**src/rtl/demux_lane_widen_if.sv**
```systemverilog
// rtl/demux_lane_widen_if.sv - lane-widening demux port bundle: beat inputs and gathered group outputs
interface demux_lane_widen_if #(
    parameter int WIDTH    = 8,
    parameter int IN_LANES = 2,
    parameter int RATIO    = 2,
    parameter int PW       = $clog2(RATIO)
);
    logic                             en;
    logic                             sync;
    logic [IN_LANES*WIDTH-1:0]        data_in;
    logic [IN_LANES-1:0]              valid_in;
    logic [IN_LANES*RATIO*WIDTH-1:0]  data_out;
    logic [IN_LANES*RATIO-1:0]        valid_out;
    logic                             out_strobe;
    logic                             align_err;
    logic [PW-1:0]                    phase;

    modport master (
        output en, sync, data_in, valid_in,
        input  data_out, valid_out, out_strobe, align_err, phase
    );

    modport slave (
        input  en, sync, data_in, valid_in,
        output data_out, valid_out, out_strobe, align_err, phase
    );
endinterface

```
**src/rtl/demux_lane_widen.sv**
```systemverilog
// rtl/demux_lane_widen.sv - gathers RATIO beats per input lane into IN_LANES*RATIO parallel output lanes
module demux_lane_widen #(
    parameter int WIDTH    = 8,
    parameter int IN_LANES = 2,
    parameter int RATIO    = 2,
    parameter int OUT_HOLD = 1
) (
    input  logic             clk_2f,
    input  logic             reset,
    demux_lane_widen_if.slave bus
);
    localparam int PW = $clog2(RATIO);
    localparam int OL = IN_LANES * RATIO;
    localparam logic [PW-1:0] LAST_PHASE = PW'(RATIO - 1);

    logic [PW-1:0]          phase_q;
    logic [WIDTH-1:0]       buf_data  [IN_LANES][RATIO-1];
    logic                   buf_valid [IN_LANES][RATIO-1];
    logic [OL*WIDTH-1:0]    data_out_q;
    logic [OL-1:0]          valid_out_q;
    logic                   strobe_q;
    logic                   err_q;
    logic [OL*WIDTH-1:0]    group_data;
    logic [OL-1:0]          group_valid;
    logic                   resync;
    logic                   complete;
    logic [PW-1:0]          slot;

    // A sync beat arriving mid-group restarts gathering at slot 0.
    assign resync   = bus.en && bus.sync && (phase_q != '0);
    assign slot     = resync ? '0 : phase_q;
    assign complete = bus.en && !resync && (phase_q == LAST_PHASE);

    genvar gi, gp;
    generate
        for (gi = 0; gi < IN_LANES; gi++) begin : g_lane
            for (gp = 0; gp < RATIO - 1; gp++) begin : g_slot
                assign group_data[(gi*RATIO+gp)*WIDTH +: WIDTH] = buf_data[gi][gp];
                assign group_valid[gi*RATIO+gp]                 = buf_valid[gi][gp];
            end
            assign group_data[(gi*RATIO+RATIO-1)*WIDTH +: WIDTH] = bus.data_in[gi*WIDTH +: WIDTH];
            assign group_valid[gi*RATIO+RATIO-1]                 = bus.valid_in[gi];
        end
    endgenerate

    always_ff @(posedge clk_2f or posedge reset) begin
        if (reset) begin
            phase_q     <= '0;
            data_out_q  <= '0;
            valid_out_q <= '0;
            strobe_q    <= 1'b0;
            err_q       <= 1'b0;
            for (int i = 0; i < IN_LANES; i++) begin
                for (int s = 0; s < RATIO - 1; s++) begin
                    buf_data[i][s]  <= '0;
                    buf_valid[i][s] <= 1'b0;
                end
            end
        end else begin
            strobe_q <= 1'b0;
            err_q    <= 1'b0;
            if (OUT_HOLD == 0 && !complete) begin
                valid_out_q <= '0;
            end
            if (bus.en) begin
                err_q <= resync;
                if (complete) begin
                    data_out_q  <= group_data;
                    valid_out_q <= group_valid;
                    strobe_q    <= 1'b1;
                    phase_q     <= '0;
                end else begin
                    for (int i = 0; i < IN_LANES; i++) begin
                        for (int s = 0; s < RATIO - 1; s++) begin
                            if (slot == PW'(s)) begin
                                buf_data[i][s]  <= bus.data_in[i*WIDTH +: WIDTH];
                                buf_valid[i][s] <= bus.valid_in[i];
                            end
                        end
                    end
                    phase_q <= slot + PW'(1);
                end
            end
        end
    end

    assign bus.data_out   = data_out_q;
    assign bus.valid_out  = valid_out_q;
    assign bus.out_strobe = strobe_q;
    assign bus.align_err  = err_q;
    assign bus.phase      = phase_q;
endmodule
```
**src/flat_wrapper.sv**
```systemverilog
// flat-port wrapper written by rule: the top's interface ports become plain ports
module demux_lane_widen_flat 
#(
    parameter int WIDTH    = 8,
    parameter int IN_LANES = 2,
    parameter int RATIO    = 2,
    parameter int OUT_HOLD = 1
)
  (clk_2f, reset, bus_en, bus_sync, bus_data_in, bus_valid_in, bus_data_out, bus_valid_out, bus_out_strobe, bus_align_err, bus_phase);
  demux_lane_widen_if #(.WIDTH(WIDTH), .IN_LANES(IN_LANES), .RATIO(RATIO)) bus_i ();
  input  logic clk_2f;
  input  logic reset;
  input wire logic [$bits(bus_i.en)-1:0] bus_en;
  input wire logic [$bits(bus_i.sync)-1:0] bus_sync;
  input wire logic [$bits(bus_i.data_in)-1:0] bus_data_in;
  input wire logic [$bits(bus_i.valid_in)-1:0] bus_valid_in;
  output wire logic [$bits(bus_i.data_out)-1:0] bus_data_out;
  output wire logic [$bits(bus_i.valid_out)-1:0] bus_valid_out;
  output wire logic [$bits(bus_i.out_strobe)-1:0] bus_out_strobe;
  output wire logic [$bits(bus_i.align_err)-1:0] bus_align_err;
  output wire logic [$bits(bus_i.phase)-1:0] bus_phase;
  assign bus_i.en = bus_en;
  assign bus_i.sync = bus_sync;
  assign bus_i.data_in = bus_data_in;
  assign bus_i.valid_in = bus_valid_in;
  assign bus_data_out = bus_i.data_out;
  assign bus_valid_out = bus_i.valid_out;
  assign bus_out_strobe = bus_i.out_strobe;
  assign bus_align_err = bus_i.align_err;
  assign bus_phase = bus_i.phase;
  demux_lane_widen #(.WIDTH(WIDTH), .IN_LANES(IN_LANES), .RATIO(RATIO), .OUT_HOLD(OUT_HOLD)) u_core (.clk_2f(clk_2f), .reset(reset), .bus(bus_i));
endmodule
```
**config.mk**
```make
export PLATFORM = sky130hd
export DESIGN_NAME = demux_lane_widen_flat
export DESIGN_NICKNAME = d
export VERILOG_FILES = /design/src/rtl/demux_lane_widen_if.sv /design/src/rtl/demux_lane_widen.sv /design/src/flat_wrapper.sv
export SDC_FILE = /design/constraint.sdc
export NUM_CORES = 1
export LEC_CHECK = 0
export ABC_CLOCK_PERIOD_IN_PS = 4590
export CAP_MARGIN = 0
export CORE_ASPECT_RATIO = 0.9
export CORE_UTILIZATION = 51
export CTS_CLUSTER_SIZE = 30
export DETAILED_ROUTE_END_ITERATION = 16
export GPL_TIMING_DRIVEN = 0
export HOLD_SLACK_MARGIN = 0.06
export PLACE_DENSITY_LB_ADDON = 0.15
export SETUP_SLACK_MARGIN = 0.05
export SYNTH_ARGS = -nofsm -noshare
export SYNTH_HDL_FRONTEND = slang
export SYNTH_SLANG_ARGS = --single-unit
```
**constraint.sdc**
```tcl
create_clock -name clk_2f -period 4.59 [get_ports clk_2f]
set_input_delay 0.6885 -clock clk_2f [delete_from_list [all_inputs] [get_ports clk_2f]]
set_output_delay 0.6885 -clock clk_2f [all_outputs]
set_load 0.005 [all_outputs]
```
* Yosys cells after proc, flatten, opt, wreduce, memory -nomap -nowiden
Cells that the tools add are included.
Storage, ports and cells: register bits 57, output and inout bits 39
Operators by class: add/sub/neg operators 1, muxes and demuxes 5, bitwise operators 2, reduce and logical (&&, ||, !) cells 7
Operator list (number):
- $mux 1 | 5
- $logic_and 1x1->1 | 4
- $reduce_and 3->1 | 1
- $not 1->1 | 2
- $reduce_and 2->1 | 1
- $add 1x1->1 const B | 1
- $logic_not 1->1 | 1

* Logic depth before layout (Yosys ltp)
word-level depth 7, depth in mapped cells 4, depth with buffers taken out 3

* Worst setup path after synthesis
No wires, ideal clock.
path kind input-to-reg, start point input bus_sync, end point register u_core.buf_data[0] (netlist name), setup time 0.125 ns, data arrival time 1.428 ns, required time 4.465 ns, path slack 3.038 ns, cell stages on the path 3, path through o21ai_4 buf_8 mux2_2
Between the ends: longest elaborated chain between the ends 7, elaborated cells between the ends (all ways) 9, those cells by class mux (1); bitwise (2); reduce/logical (6)
Ends and longest elaborated chain:
- start: declaration | line flat_wrapper.sv:14 | input wire logic [$bits(bus_i.sync)-1:0] bus_sync;
- $logic_and 1x1->1 * (2 in series) | line demux_lane_widen.sv:30 | assign resync = bus.en && bus.sync && (phase_q != '0);
- $logic_not 1->1 | line demux_lane_widen.sv:32 | assign complete = bus.en && !resync && (phase_q == LAST_PHASE);
- $logic_and 1x1->1 (2 in series) | line demux_lane_widen.sv:32
- $not 1->1 (no source line)
- $reduce_and 3->1 (no source line) *
- end signal: indexed assignment | line demux_lane_widen.sv:76 | buf_data[i][s] <= bus.data_in[i*WIDTH +: WIDTH];
- end: declaration | line demux_lane_widen.sv:17 | logic [WIDTH-1:0] buf_data [IN_LANES][RATIO-1];
Every way passes the cells marked *; elsewhere a longest branch is shown, timed or not. A chain may end at the register's enable or synchronous reset.

* Worst setup path after layout
start point register u_core.phase_q, in the netlist u_core.bus.phase, end point output bus_phase
RTL lines:
- start: declaration | line demux_lane_widen.sv:16 | logic [PW-1:0] phase_q;
- start signal: assignment | line demux_lane_widen.sv:81 | phase_q <= slot + PW'(1);
- end: declaration | line flat_wrapper.sv:21 | output wire logic [$bits(bus_i.phase)-1:0] bus_phase;
No word-level cell between the ends.

==> impl_metrics.csv <==
group,metric,value,unit
synthesis,synthFlopType,"dfrtp_1",
routing,vias,1246,
global_route,grt_pass1_vias,1389,
layout,multi_input_area,753,sq um
timing,min_period,1940,ps
power_and_ir_drop,p_leak,1.48,nW
power_and_ir_drop,p_seq_share,43.2,%
routing,drt-initial-drc-count,61,
routing,remaining_drc_errors,0,
critical_path,worst-path-buf-inv,1,
clock_tree,cts_max_level,3,
layout,nets,217,
timing,fin_crit_sh,42.3,%
critical_path,cpPeakStageDelay,520,ps
critical_path,required,3900,ps
power_and_ir_drop,sw_frac_of_total,22.3,%
run_status,outcome,"complete, no violations",
clock_tree,cts_buffer_depth,2,
synthesis,synth_fp_nets,145,
critical_path,critPathKind,"flop to output pin",
clock_tree,clk_latency,320,ps
clock_tree,post-cts-setup-buffer-count,0,
die,core,4180,sq um
power_and_ir_drop,p_sw,353,uW
synthesis,syn_avg_cell_area,18.5,sq um
synthesis,synthTopCellsByArea,"dfrtp_1, mux2_4, mux2_2",
clock_tree,clock_sinks,57,
die,rows,22,
clock_tree,clkTransAtPathRegs,60,ps
timing,setup_viol,0,
synthesis,synth-edff-count,0,
timing,slew_viol_final,0,
timing,hold_viol_final,0,
routing,wl,4.19,mm
routing,wire_per_inst,16.2,um
synthesis,synth_cells,123,
critical_path,cp_cell_sequence,"clkdlybuf4s50_1",
synthesis,yosys_warnings,0,
timing,timing.slew.headroom,64.9,%
die,io_pins,61,
layout,diodes,0,
timing,setup_tns,0,ps
synthesis,muxShareOfSynthArea,31.5,%
timing,rsz0062_at_grt,"false",
synthesis,async_flop_share,100,%
layout,fillers,271,
die,die_w,72.4,um
clock_tree,cts_tree,"built",
power_and_ir_drop,vdd_ir_drop_max,303,uV
placed_design,numPortBuffers,60,
die,fp.dieArea,4740,sq um
placed_design,hpwl,2.95,mm
min_path,worstHoldPathCells,1,
timing,fmax,515,MHz
synthesis,ys_seq_elements,57,
critical_path,worst-path-max-fanout,4,
clock_tree,hold_buffers,0,
synthesis,yosys.area.top_type,"dfrtp_1",
power_and_ir_drop,p_int,1.23,mW
critical_path,worst_path_max_delay_cell,"clkdlybuf4s50_1",
placed_design,globalplace.congestion,0.732,
synthesis,synth_xor_area_share,0,%
global_route,grt_usage,20.9,%
power_and_ir_drop,power_density,498,nW/um^2
global_route,grt_overflow_total,0,
critical_path,crit_cells,1,
clock_tree,cts_resized,0,
synthesis,syn_area,2280,sq um
critical_path,reg2reg_depth,4,
layout,drive_gt1_share,39.2,%
global_route,grt_max_degree,34,
flow_run,maxCapViolCount,0,
critical_path,worst_setup_path_start_kind,"flop",
layout,area_growth,39.9,%
timing,skew,4.16,ps
synthesis,synth-simple-area-share,0.659,%
global_route,antenna_found_initial,0,
die,start_util,54.4,%
power_and_ir_drop,clkPwrFrac,30.6,%
critical_path,worstSetupEndpointType,"output pin",
clock_tree,cts-root-buf,"clkbuf_8",
layout,final_util,76.2,%
synthesis,synth_top_family_by_area,"multiplexers",
timing,worstMarginPinSlew,525,ps
global_route,grt_pass1_wl,6.97,mm
clock_tree,cts_buffers,9,
synthesis,yosysMostFrequentCell,"dfrtp_1",
synthesis,synth_adder_area_share,0,%
critical_path,path_delay_family,"buffers and inverters",
synthesis,synth_top_area_share,62.6,%
synthesis,ys_types,11,
critical_path,crit_arrival,1250,ps
critical_path,ff2ff_setup_slack,3040,ps
synthesis,synth_seq_area_share,62.6,%
power_and_ir_drop,p_comb_share,26.2,%
routing,via_per_inst,4.81,
synthesis,synth.top_cells.by_count,"dfrtp_1, mux2_4, mux2_2",
min_path,hp-class,"flop to flop",
die,die_h,65.4,um
routing,drt_pre_antenna_iters,4,
routing,postRouteAntennaNets,0,
synthesis,synth_compound_area_share,0.934,%
layout,register_area,1430,sq um
==> logic make-up after synthesis <==
logic type | Yosys count
flip-flops | 57
AND/OR/NAND/NOR | 2
buffers and inverters | 8
AO/OA/AOI/OAI | 2
multiplexers | 54
==> routing by layer <==
layer  track usage (%)  wire length [um]  up-vias
li1                  -                 -      574
met1              25.1              1810      628
met2              33.2              2130       42
met3              10.1               235        2
met4              6.62                18        0
met5                 0                 0        -
==> worst paths after layout <==
kind / start / to
setup reg to reg: u_core.bus.phase / u_core.buf_data[3]
hold / removal: u_core.buf_data[14] / u_core.bus.data_out[6]
hold reg to reg: u_core.buf_data[14] / u_core.bus.data_out[6]
setup / recovery: u_core.bus.phase / bus_phase
max in group asynchronous: reset / u_core.bus.valid_out[0]
min in group asynchronous: reset / u_core.bus.data_out[18]
==> stage by stage <==
stage	total power, mW	std cells	hold slack (ps)	setup slack (ps)	area (sq um)
after floorplan	0.868	123	475	2500	2280
after global placement	1.09	243	483	1640	2950
after detailed placement	1.11	244	486	2340	2970
after CTS	1.61	259	500	2650	3190
after global routing	1.67	259	512	2620	3190
final	1.59	259	498	2650	3190
==> power groups by stage <==
| stage | Combinational, mW | Sequential (mW) | Clock, mW |
|---|---|---|---|
| 2_1_floorplan | 0.179 | 0.689 | 0 |
| 3_3_place_gp | 0.408 | 0.683 | 0 |
| 3_5_place_dp | 0.422 | 0.693 | 0 |
| 4_1_cts | 0.423 | 0.686 | 0.501 |
| 5_1_grt | 0.445 | 0.699 | 0.523 |
| 6_report | 0.416 | 0.685 | 0.486 |
==> flip-flops by register name, indices dropped and copies added (netlist names) <==
signal	cells
u_core.bus.valid_out	4
u_core.bus.align_err	1
u_core.buf_valid	2
u_core.bus.data_out	32
u_core.buf_data	16
u_core.bus.phase	1
u_core.bus.out_strobe	1
==> layout by cell type, fill, tap and decap left out <==
| cell type | netlist | routed |
|---|---|---|
| inv_2 | 0 | 1 |
| and3_2 | 1 | 1 |
| mux2_4 | 29 | 29 |
| o21ai_4 | 1 | 1 |
| bufinv_16 | 0 | 1 |
| inv_1 | 3 | 2 |
| o21ai_0 | 1 | 1 |
| buf_6 | 1 | 1 |
| nand3b_1 | 1 | 1 |
| clkdlybuf4s50_1 | 0 | 60 |
| dfrtp_1 | 57 | 57 |
| clkinv_2 | 0 | 1 |
| buf_8 | 1 | 1 |
| buf_12 | 3 | 4 |
| clkbuf_8 | 0 | 13 |
| mux2_2 | 25 | 25 |
==> final cells by class <==
class	instances	share of cell area [%]
plain buffers	5	2.71
flip-flops and latches	57	44.8
clock buffers	13	5.61
clock inverters	2	1.10
well taps	60	2.36
inverters	3	0.353
repair buffers	61	19.5
multi-input cells	58	23.6
No activity file was read; power rests on OpenSTA's default activity.
